File: src/rtl/ex_pkg.sv
// ex_pkg: shared constants and types for the execute stage.
// ALU control codes, FSM states, EX/MEM bundle, datapath width.
package ex_pkg;

  localparam int XLEN = 32;

  localparam logic [3:0] ALU_ADD  = 4'd0;
  localparam logic [3:0] ALU_SUB  = 4'd1;
  localparam logic [3:0] ALU_AND  = 4'd2;
  localparam logic [3:0] ALU_OR   = 4'd3;
  localparam logic [3:0] ALU_XOR  = 4'd4;
  localparam logic [3:0] ALU_SLL  = 4'd5;
  localparam logic [3:0] ALU_SRL  = 4'd6;
  localparam logic [3:0] ALU_SRA  = 4'd7;
  localparam logic [3:0] ALU_SLT  = 4'd8;
  localparam logic [3:0] ALU_SLTU = 4'd9;
  localparam logic [3:0] ALU_MUL  = 4'd10;

  typedef enum logic [1:0] {
    IDLE = 2'd0,
    MUL  = 2'd1,
    DONE = 2'd2
  } state_t;

  typedef struct packed {
    logic [XLEN-1:0] result;
    logic [XLEN-1:0] store_data;
    logic [4:0]      rd;
    logic            reg_write;
  } ex_mem_t;

endpackage

File: src/rtl/ex_mul_iter.sv
// ex_mul_iter: iterative shift-add multiplier, BITS multiplier
// bits retired per step; product is the low XLEN bits.
module ex_mul_iter
  import ex_pkg::*;
#(
  parameter int BITS = 1
) (
  input  logic            clock,
  input  logic            reset,
  input  logic            kill,
  input  logic            start,
  input  logic            step,
  input  logic [XLEN-1:0] a_in,
  input  logic [XLEN-1:0] b_in,
  output logic            last,
  output logic [XLEN-1:0] product
);

  localparam int CYCLES = XLEN / BITS;
  localparam int CW     = $clog2(CYCLES + 1);

  logic [XLEN-1:0] a_q, a_d;
  logic [XLEN-1:0] b_q, b_d;
  logic [XLEN-1:0] acc_q, acc_d;
  logic [CW-1:0]   cnt_q, cnt_d;
  logic [XLEN-1:0] pp;

  // sum of shifted multiplicands for the low BITS of a
  always_comb begin
    pp = '0;
    for (int i = 0; i < BITS; i++) begin
      if (a_q[i]) pp = pp + (b_q << i);
    end
  end

  // load operands on start, retire BITS per step
  always_comb begin
    a_d   = a_q;
    b_d   = b_q;
    acc_d = acc_q;
    cnt_d = cnt_q;
    if (kill) begin
      acc_d = '0;
      cnt_d = '0;
    end else if (start) begin
      a_d   = a_in;
      b_d   = b_in;
      acc_d = '0;
      cnt_d = '0;
    end else if (step) begin
      a_d   = a_q >> BITS;
      b_d   = b_q << BITS;
      acc_d = acc_q + pp;
      cnt_d = cnt_q + CW'(1);
    end
  end

  assign last    = step && (cnt_q == CW'(CYCLES - 1));
  assign product = acc_q;

  // multiplier state registers
  always_ff @(posedge clock) begin
    if (reset) begin
      a_q   <= '0;
      b_q   <= '0;
      acc_q <= '0;
      cnt_q <= '0;
    end else begin
      a_q   <= a_d;
      b_q   <= b_d;
      acc_q <= acc_d;
      cnt_q <= cnt_d;
    end
  end

endmodule

File: src/rtl/ex_stage.sv
// ex_stage: RISC-V execute stage, 1-cycle ALU plus iterative MUL.
// Optional operand forwarding from EX/MEM under EX_FWD_EN.
module ex_stage
  import ex_pkg::*;
#(
  parameter int MUL_BITS_PER_CYCLE = 1
) (
  input  logic            clock,
  input  logic            reset,
  input  logic            flush,
  input  logic            valid_in,
  output logic            ready_out,
  input  logic [XLEN-1:0] data_in_1,
  input  logic [XLEN-1:0] data_in_2,
  input  logic [XLEN-1:0] imm_in,
  input  logic            use_imm,
  input  logic [3:0]      ALU_ctrl_in,
  input  logic [4:0]      rd_in,
  input  logic            reg_write_in,
`ifdef EX_FWD_EN
  input  logic [4:0]      rs1_in,
  input  logic [4:0]      rs2_in,
`endif
  output logic            valid_out,
  input  logic            ready_in,
  output logic [XLEN-1:0] result_out,
  output logic [XLEN-1:0] store_data_out,
  output logic [4:0]      rd_out,
  output logic            reg_write_out,
  output logic            busy
);

  state_t          state_q, state_d;
  ex_mem_t         out_q, out_d;
  logic            valid_q, valid_d;
  logic [XLEN-1:0] m_sd_q, m_sd_d;
  logic [4:0]      m_rd_q, m_rd_d;
  logic            m_rw_q, m_rw_d;

  logic [XLEN-1:0] src_a, src_b, op_b;
  logic [XLEN-1:0] alu_res, mul_prod;
  logic            out_free, accept, is_mul;
  logic            mul_start, mul_step, mul_last, mul_load;

`ifdef EX_FWD_EN
  logic fwd_ok;
  assign fwd_ok = valid_q && out_q.reg_write && (out_q.rd != 5'd0);
  assign src_a  = (fwd_ok && out_q.rd == rs1_in) ? out_q.result : data_in_1;
  assign src_b  = (fwd_ok && out_q.rd == rs2_in) ? out_q.result : data_in_2;
`else
  assign src_a = data_in_1;
  assign src_b = data_in_2;
`endif

  assign op_b     = use_imm ? imm_in : src_b;
  assign out_free = !valid_q || ready_in;
  assign is_mul   = (ALU_ctrl_in == ALU_MUL);
  assign accept   = valid_in && ready_out && !flush;

  // single-cycle ALU; codes 11-15 and MUL produce 0 here
  always_comb begin
    alu_res = '0;
    unique case (ALU_ctrl_in)
      ALU_ADD:  alu_res = src_a + op_b;
      ALU_SUB:  alu_res = src_a - op_b;
      ALU_AND:  alu_res = src_a & op_b;
      ALU_OR:   alu_res = src_a | op_b;
      ALU_XOR:  alu_res = src_a ^ op_b;
      ALU_SLL:  alu_res = src_a << op_b[4:0];
      ALU_SRL:  alu_res = src_a >> op_b[4:0];
      ALU_SRA:  alu_res = $unsigned($signed(src_a) >>> op_b[4:0]);
      ALU_SLT:  alu_res = {{(XLEN-1){1'b0}},
                           $signed(src_a) < $signed(op_b)};
      ALU_SLTU: alu_res = {{(XLEN-1){1'b0}}, src_a < op_b};
      ALU_MUL:  alu_res = '0;
      default:  alu_res = '0;
    endcase
  end

  ex_mul_iter #(
    .BITS(MUL_BITS_PER_CYCLE)
  ) u_mul (
    .clock   (clock),
    .reset   (reset),
    .kill    (flush),
    .start   (mul_start),
    .step    (mul_step),
    .a_in    (src_a),
    .b_in    (op_b),
    .last    (mul_last),
    .product (mul_prod)
  );

  // next state; flush aborts any multiply
  always_comb begin
    state_d = state_q;
    unique case (state_q)
      IDLE:    if (accept && is_mul) state_d = MUL;
      MUL:     if (mul_last) state_d = DONE;
      DONE:    if (out_free) state_d = IDLE;
      default: state_d = IDLE;
    endcase
    if (flush) state_d = IDLE;
  end

  // FSM outputs and multiplier controls
  always_comb begin
    ready_out = (state_q == IDLE) && out_free;
    busy      = (state_q != IDLE);
    mul_start = accept && is_mul;
    mul_step  = (state_q == MUL);
    mul_load  = (state_q == DONE) && out_free && !flush;
  end

  // EX/MEM register and pending multiply metadata
  always_comb begin
    valid_d = valid_q;
    out_d   = out_q;
    m_sd_d  = m_sd_q;
    m_rd_d  = m_rd_q;
    m_rw_d  = m_rw_q;
    if (valid_q && ready_in) valid_d = 1'b0;
    if (mul_start) begin
      m_sd_d = src_b;
      m_rd_d = rd_in;
      m_rw_d = reg_write_in;
    end
    if (accept && !is_mul) begin
      valid_d          = 1'b1;
      out_d.result     = alu_res;
      out_d.store_data = src_b;
      out_d.rd         = rd_in;
      out_d.reg_write  = reg_write_in && (rd_in != 5'd0);
    end else if (mul_load) begin
      valid_d          = 1'b1;
      out_d.result     = mul_prod;
      out_d.store_data = m_sd_q;
      out_d.rd         = m_rd_q;
      out_d.reg_write  = m_rw_q && (m_rd_q != 5'd0);
    end
    if (flush) valid_d = 1'b0;
  end

  // stage registers
  always_ff @(posedge clock) begin
    if (reset) begin
      state_q <= IDLE;
      valid_q <= 1'b0;
      out_q   <= '0;
      m_sd_q  <= '0;
      m_rd_q  <= '0;
      m_rw_q  <= 1'b0;
    end else begin
      state_q <= state_d;
      valid_q <= valid_d;
      out_q   <= out_d;
      m_sd_q  <= m_sd_d;
      m_rd_q  <= m_rd_d;
      m_rw_q  <= m_rw_d;
    end
  end

  assign valid_out      = valid_q;
  assign result_out     = out_q.result;
  assign store_data_out = out_q.store_data;
  assign rd_out         = out_q.rd;
  assign reg_write_out  = out_q.reg_write;

endmodule

File: config.mk
export PLATFORM = sky130hd
export DESIGN_NAME = ex_stage
export DESIGN_NICKNAME = d
export VERILOG_FILES = /design/src/rtl/ex_pkg.sv /design/src/rtl/ex_mul_iter.sv /design/src/rtl/ex_stage.sv
export SDC_FILE = /design/constraint.sdc
export NUM_CORES = 1
export LEC_CHECK = 0
export ABC_CLOCK_PERIOD_IN_PS = 11300
export BUFFER_PORTS_ARGS = -buffer_cell sky130_fd_sc_hd__buf_2
export CORE_ASPECT_RATIO = 1.2
export CORE_MARGIN = 3
export CORE_UTILIZATION = 29
export DETAILED_ROUTE_END_ITERATION = 7
export GPL_TIMING_DRIVEN = 0
export HOLD_SLACK_MARGIN = 0.05
export PLACE_DENSITY = 0.46
export SLEW_MARGIN = 20
export SYNTH_ARGS = -nofsm -noshare
export SYNTH_HDL_FRONTEND = slang
export SYNTH_SLANG_ARGS = --single-unit
File: constraint.sdc
create_clock -name clock -period 11.3 [get_ports clock]
set_input_delay 2.26 -clock clock [delete_from_list [all_inputs] [get_ports clock]]
set_output_delay 2.26 -clock clock [all_outputs]
set_load 0.02 [all_outputs]
==> summary by stage, run 1 <==
Run status
The run finished, with violations left. The final reports fail on DRC.

GRT
The all-layer global routing usage is 32.77%. Global routing used 54.41% of the available met2 tracks. The met3 track demand over resource is 5.672%. For this run the aggregate overflow at the end of global routing stands at 0. Global routing consumed, on the met1 layer, 37.51% of the routing resources. Entering global routing, the biggest net connects 14 pins. The global routing stage identified its most utilized layer as met2. The number of global-route vias before repair is roughly 22k. The number of antenna violations at the first check in global routing was 3. The first global-routing pass estimated 162.3 mm of wire.

Yosys
The commonest cells after synthesis are nand2_1, nor2_1, a21oi_1. The count of state elements after synthesis is roughly 210. In this run the biggest area consumer among cell types represents 22.33% of the synthesized area. The synthesis warning total is 0. Each instance of the synthesized netlist takes up on average between 7 and 8 um^2. For this run, the leading register cell type out of synthesis is dfxtp_1.

Synthesis produced a netlist with a net count of 2864. The leading area contributor after synthesis is dfxtp_1. The number of enable flip-flop cells after synthesis is 0. The share of flip-flops with an asynchronous set or reset is 0%. The number of different library cells used by synthesis comes to 88.

Ranked by total cell area, the synthesized netlist is headed by dfxtp_1, nand2_1, ha_1, a21oi_1, mux2i_1. Synthesis handed over a netlist of between 2k and 3k instances. In this run the cell area of the synthesized design comes to 0.01910 mm^2. The proportion of synthesized chip area in sequential cells is 22.33%. The dominant cell by count in the synthesized netlist is nand2_1.

Setup path
The endpoint type of the worst setup path is a register. The critical path in this run is classified as primary input to register. The largest fanout of any net on the critical path is 11. The required time of the critical path is 11790 ps. The kind of start point of the critical path is a primary input. Data on the critical path arrives at its endpoint at 9010 ps.

STA
The number of pins with negative max-slew slack in the final report is 0. Setup repair after global routing left no endpoint under its margin. The number of setup violations in the final report is 0. For the finished layout, the period the worst path requires is 8513 ps. The worst hold-check slack is 455.7 ps.

Between clock sinks in the finished design, the worst skew comes to between 20 and 30 ps. The hold violation total from the final report was 0. The post-route setup TNS is 0 ps. The fmax is 117.5 MHz. For the pin with the worst max-slew slack, the measured transition is 1252 ps. The portion of the clock cycle consumed by the worst path in the final layout is 75.34%.

The tightest slew margin relative to the limit is 16.20%.

Route
The DRC violation total after the first TritonRoute iteration is 2372. In the final routed layout, each cell accounts on average for 31.40 um. The ratio of routed vias to standard cells is 6.032. The routed layout has roughly 22k vias.

Summed over all layers, the routed wires come to 115.4 mm. The first-pass iteration count of the detailed router is 8. The number of DRC violations after detailed routing is 3.

The detail route stage leaves a number of antenna-violating nets equal to 0.

Pwr
Per report_power, the sequential group accounts for a little under a third of the total. Summed over all nets, the switching power comes to 997.2 uW. The combinational cell fraction of total power is 35.5%.

Net switching is 40.23% of the power. For this design the ratio of total power to cell area is 113.1 mW/mm^2. The maximum resistive drop on vdd is 0.09759 mV. The leakage component of the power is 0.008475 uW.

The internal power component is ~1500 uW. The clock power share is about a third.

Clock tree
The clock passes through at most 3 buffers. Buffers inserted to repair hold after CTS numbered 0. TritonCTS built the clock tree. Post-CTS timing repair inserted 0 buffers for setup.

The post-CTS clock slew at the launch and capture registers of the worst setup and hold paths is roughly 70 ps. The clock buffer count from CTS is 24. The tree is rooted in a clkbuf_16.

The clock drives 213 sinks. For the worst-skew pair, the clock arrives at the later sink with an insertion delay of 560 ps. CTS built an H-tree with a depth of 1. Gates resized during post-CTS repair numbered 0.

Place
During placement, the flow inserted port buffers numbering 181. Summed over all nets, the half-perimeter wirelength after detailed placement is 93.46 mm. Counting tap cells, the placed design contains a total of 3632 instances.

At the end of routability-driven placement, the weighted congestion stood at 1.067. The total placed instance area is 0.02109 mm^2.

Finish
After the last flow step, the layout net total stands at roughly 3.1k. Once layout is done, the placed cells without fillers occupy 0.02191 mm^2. The synthesis-to-layout area growth is 14.71%.

The share of final-layout standard cells stronger than drive strength 1 is 11.01%. The finished layout holds between 3k and 4k standard cells, fillers aside.

Die
For this design the top-level I/O count stands at between 150 and 200. Measured along the x axis, the die boundary spans 240.3 um. Row generation in the floorplan step produced 102 rows. The height of the die is 287.1 um.

The initial utilization of the core area, before any placement, comes to 29.46%. The die covers 0.06898 mm^2. The core outline area is 0.06483 mm^2.

Hold path
The worst min-delay path class is register to register.

Flow run
The reported max-cap violation count is 0.
[registers in the layout, summed over array words and instances, names as in the netlist]
register        flops
m_sd_q             32
state_q             2
m_rw_q              1
reg_write_out       1
store_data_out     32
u_mul.b_q          32
result_out         32
u_mul.a_q          32
u_mul.product      32
u_mul.cnt_q         6
rd_out              5
valid_out           1
m_rd_q              5
[power groups by stage]
stage | clock network (uW) | logic [uW] | registers [uW]
final | 816 | 881 | 782
after global routing | 858 | 913 | 784
after floorplan | 0 | 451 | 816
after CTS | 832 | 849 | 782
after detailed placement | 0 | 846 | 799
after global placement | 0 | 850 | 799
[through the flow]
step / setup WS [ps] / power, uW / utilization [%]
6_report: 2787 / 2478 / 33.79
3_3_place_gp: 1810 / 1649 / 32.46
3_5_place_dp: 2520 / 1644 / 32.53
2_1_floorplan: 4925 / 1267 / -
5_1_grt: 2716 / 2554 / 33.78
4_1_cts: 3091 / 2463 / 33.77
[path summary, 6_finish.rpt]
check	startpoint	endpoint	slack [ps]	cells after the start
max	use_imm	result_out[17]	2790	17
min	m_sd_q[3]	m_sd_q[3]	460	2
max reg2reg	u_mul.a_q[0]	u_mul.product[30]	7010	14
min reg2reg	m_sd_q[3]	m_sd_q[3]	460	2
[placed cells by master, fill, tap and decap left out, types with 12 or more instances in the layout]
master     instances
buf_1             24
and2_1            40
nor2b_1           12
a221oi_1          19
mux2i_1          100
a22oi_1           23
nor3_1            63
buf_2            197
clkbuf_16         25
o21bai_1          17
nand2_1          441
mux4_2            29
o221ai_1          13
xor2_1            17
inv_1             98
xnor2_1           35
or3_1             19
a21o_1            36
o21a_1            38
dfxtp_1          213
clkbuf_1         156
a31oi_1           15
nand4_1           14
o31ai_1           20
nor4_1            15
o22ai_1           44
o21ai_0          111
a21oi_1          227
a311oi_1          74
o21ai_1           15
a211oi_1          43
nor2_1           240
nand3_1           38
ha_1             132
nand2b_1          22
o211ai_1          57
[metal layers]
layer	up-vias	wire (um)
li1	9927	-
met5	-	7
met2	1150	53320
met3	339	8146
met1	10760	43180
met4	2	10790
[critical path, stage by stage]
cell,delay [ps]
buf_6,120
buf_2,370
mux2i_4,910
buf_2,460
buf_1,480
buf_1,870
ha_1,450
inv_1,130
o311ai_0,220
a31o_2,360
nor4_1,660
nor2_1,160
o41ai_1,320
a21oi_1,140
xor2_1,620
a221oi_1,210
nor3_1,200
[kinds of logic after synthesis]
| group | count (synthesis) | share of synthesized area (%) |
|---|---|---|
| compound gates | 818 | 28.51 |
| fa+ha+maj | 135 | 8.963 |
| flops | 213 | 22.33 |
| mux | 141 | 9.494 |
| buf+inv | 302 | 6.264 |
| simple gates | 956 | 22.06 |
| xor+xnor | 52 | 2.385 |
[area by class of cell]
cell class,instances,area [um^2]
Inverter,104,392.9
Timing Repair Buffer,183,920.9
Antenna cell,1,2.502
Clock buffer,34,709.4
Sequential cell,213,4264
Fill cell,7123,42930
Multi-Input combinational cell,2102,13680
Tap cell,832,1041
Clock inverter,10,92.59
Buffer,198,803.3
(Power assumes the default switching activity.)
==> run 2: changes to the inputs <==
Settings changed: ABC_CLOCK_PERIOD_IN_PS 11300 to 7550, PLACE_DENSITY 0.46 to 0.47.
Clock period 11.3 ns to 7.55 ns, I/O delays scaled along.
==> run 2 against run 1 <==
  * The run now ends clean
  * Largest cell class unchanged
  * Clock skew is 9.0 ps lower
  * Total power is 49% higher
  * Flip-flop and latch count did not move
  * Design area hardly changed
  * Die area unchanged
==> summary by stage, run 2 (same netlist as run 1, synthesis figures left out) <==
Finish
The total of fill cells in the finished design is just over 7k. Relative to the synthesized area, the layout overhead comes to 14.82%. Excluding fillers, the count of instances in the completed layout stands at 3679. The library cells used most frequently in the layout, excluding fill and tap cells, are nand2_1, nor2_1, a21oi_1. The final layout contains roughly 3.1k nets. Leaving out fill and tap cells, the most frequent cell in the layout is nand2_1. The share of final-layout standard cells stronger than drive strength 1 is 10.94%.

Place
After legalization and detailed placement, the total HPWL measured 91.08 mm. The placement-stage worst setup slack is -513.3 ps. The count of buffers inserted at the top-level ports is between 150 and 200. Including well taps, the total number of placed cells is 3631. The final weighted congestion of routability-driven global placement is 1.065.

Pwr
Dividing total power by cell area gives a power density of 168.3 mW/mm^2. The net switching share of the total power is 38.85%. The combinational cell fraction of total power is 34.8%. Across the VDD grid, the largest voltage drop is 0.1379 mV. In this run, the clock network consumes 33.4% of the power.

The design draws 3689 uW. In this run the static leakage power is about 0.0085 uW. In this run, flip-flops and latches consume 31.7% of the power. The internal power component is 2256 uW.

The switching power is 1433 uW.

Clock tree
Counting the buffers created by CTS gives 24. The deepest clock path buffer count is 3. The later pin in the worst-skew pair is clocked with a latency of between 500 and 600 ps. The root cell of the clock tree is clkbuf_16. TritonCTS built the clock tree. The H-tree level count is 1. The post-CTS clock slew at the launch and capture registers of the worst setup and hold paths is about 60 ps. The buffers inserted during post-CTS setup optimization is 0. The clock net in this run drives a total of 213 sinks.

STA
The number of pins with negative max-slew slack in the final report came to 0. The portion of the clock cycle consumed by the worst path in the final layout is 99.42%. For the final database, setup skew stands at 20.36 ps. The worst hold-check slack is around 450 ps.

Setup violations remaining at the end of the flow were counted as 0. The final critical-path setup slack is 43.97 ps. The post-route minimum period is between 7000 and 8000 ps. The fmax is approximately 130 MHz. The hold violation total from the final report is 0. Setup repair after global routing left no endpoint under its margin.

The post-route setup TNS is 0 ps. For the pin with the worst max-slew slack, the measured transition is 1232 ps. Measured against its own limit, the worst slew margin works out to about 18%.

Setup path
STA classifies the critical path startpoint as a primary input. The data arrival time at the worst-slack endpoint is just under 8000 ps. Along the worst path, the maximum fanout reaches 11. The endpoint type of the worst setup path is a register. The required time of the critical path is between 7000 and 8000 ps.

The type of the worst setup path is primary input to register.

Die
The top-level I/O count is 185. The initialized floorplan defines 102 standard-cell rows. The initial utilization of the core area, before any placement, comes to 29.46%. The core outline area is 0.06483 mm^2. The die covers 0.06898 mm^2. The die is about 290 um tall.

Measured along the x axis, the die boundary spans ~240 um.

Route
The number of DRC violations after detailed routing is 0. Summing over every cut layer, the via total after detailed routing is roughly 22k. Once detail routing completed, the nets flagged for antenna violations numbered 0.

Using the TritonRoute via totals, the vias-per-cell ratio works out to 6.045. After detailed routing, the average wire length per cell comes to 30.62 um. After detailed routing, the total wire length is 112.7 mm. The first detailed-routing pass ran for 8 iterations.

In this run, the number of DRC markers left after iteration 0 of detailed routing was 2160.

GRT
For this run the aggregate overflow at the end of global routing stands at 0. The first global-routing pass estimated ~160 mm of wire. In the global route stage, overall resource usage came out at 31.66%.

The largest net degree at the start of global routing is 14. The number of global-route vias before repair is 21.58k. The number of antenna violations at the first check in global routing was 6.

Hold path
The worst hold path belongs to the class register to register.

Flow run
Across the run, the number of max-cap violations was 0.

Run status
The flow ran to the end, and the final reports show no timing, DRC or antenna violations.
## run 2: power by group through the flow
stage	Clock, uW	Combinational (uW)	Sequential, uW
floorplan	0	675	1220
global placement	0	1240	1200
detailed placement	0	1240	1200
CTS	1270	1240	1170
global route	1300	1340	1170
finish	1230	1280	1170
## run 2: routing by layer
layer	GRT usage [%]	share of wire, %	up-vias
li1	-	-	9931
met1	37.34	39	10820
met2	52.36	46	1140
met3	4.942	6.8	344
met4	22.35	8.6	4
met5	0	0.020	-
## run 2: critical path, cell delays in order
cell and delay [ps]:
buf_6 120, buf_2 380, mux2i_4 750, buf_2 430
buf_1 590, clkbuf_2 570, ha_1 400, inv_1 140
o311ai_0 230, a31o_2 360, nor4_1 660, nor2_1 170
o41ai_1 340, a21oi_1 160, xor2_1 250, a221oi_1 680
nor3_1 110
## run 2: final cells by class
type / count / area, um^2 / area share [%]
timing repair buffer: 183 / 924.6 / 4.217
multi-input combinational: 2102 / 13670 / 62.36
inverter: 104 / 392.9 / 1.792
clock buffer: 32 / 671.9 / 3.064
antenna: 3 / 7.507 / 0.03424
tap: 832 / 1041 / 4.748
sequential: 213 / 4264 / 19.45
buffer: 198 / 804.5 / 3.669
clock inverter: 12 / 147.6 / 0.6733
## run 2: worst paths after layout
path | from | to | slack, ps | cells past startpoint
hold reg to reg | m_sd_q[8] | m_sd_q[8] | 450 | 2
setup / recovery | use_imm | result_out[17] | 40 | 17
setup reg to reg | u_mul.a_q[0] | u_mul.product[30] | 2940 | 14
hold / removal | m_sd_q[8] | m_sd_q[8] | 450 | 2
## run 2: what timing repair did
action / 4_1_cts / 5_1_grt
setup endpoints to repair: 0 / 9
hold buffers: 0 / 0
endpoints found under the hold margin: 0 / 0
gates resized for setup: 0 / 2
## run 2: per-stage QoR
| step | utilization, % | cell area, um^2 |
|---|---|---|
| 2_1_floorplan | - | 19100 |
| 3_3_place_gp | 32.46 | 21040 |
| 3_5_place_dp | 32.53 | 21090 |
| 4_1_cts | 33.79 | 21910 |
| 5_1_grt | 33.81 | 21920 |
| 6_report | 33.82 | 21930 |
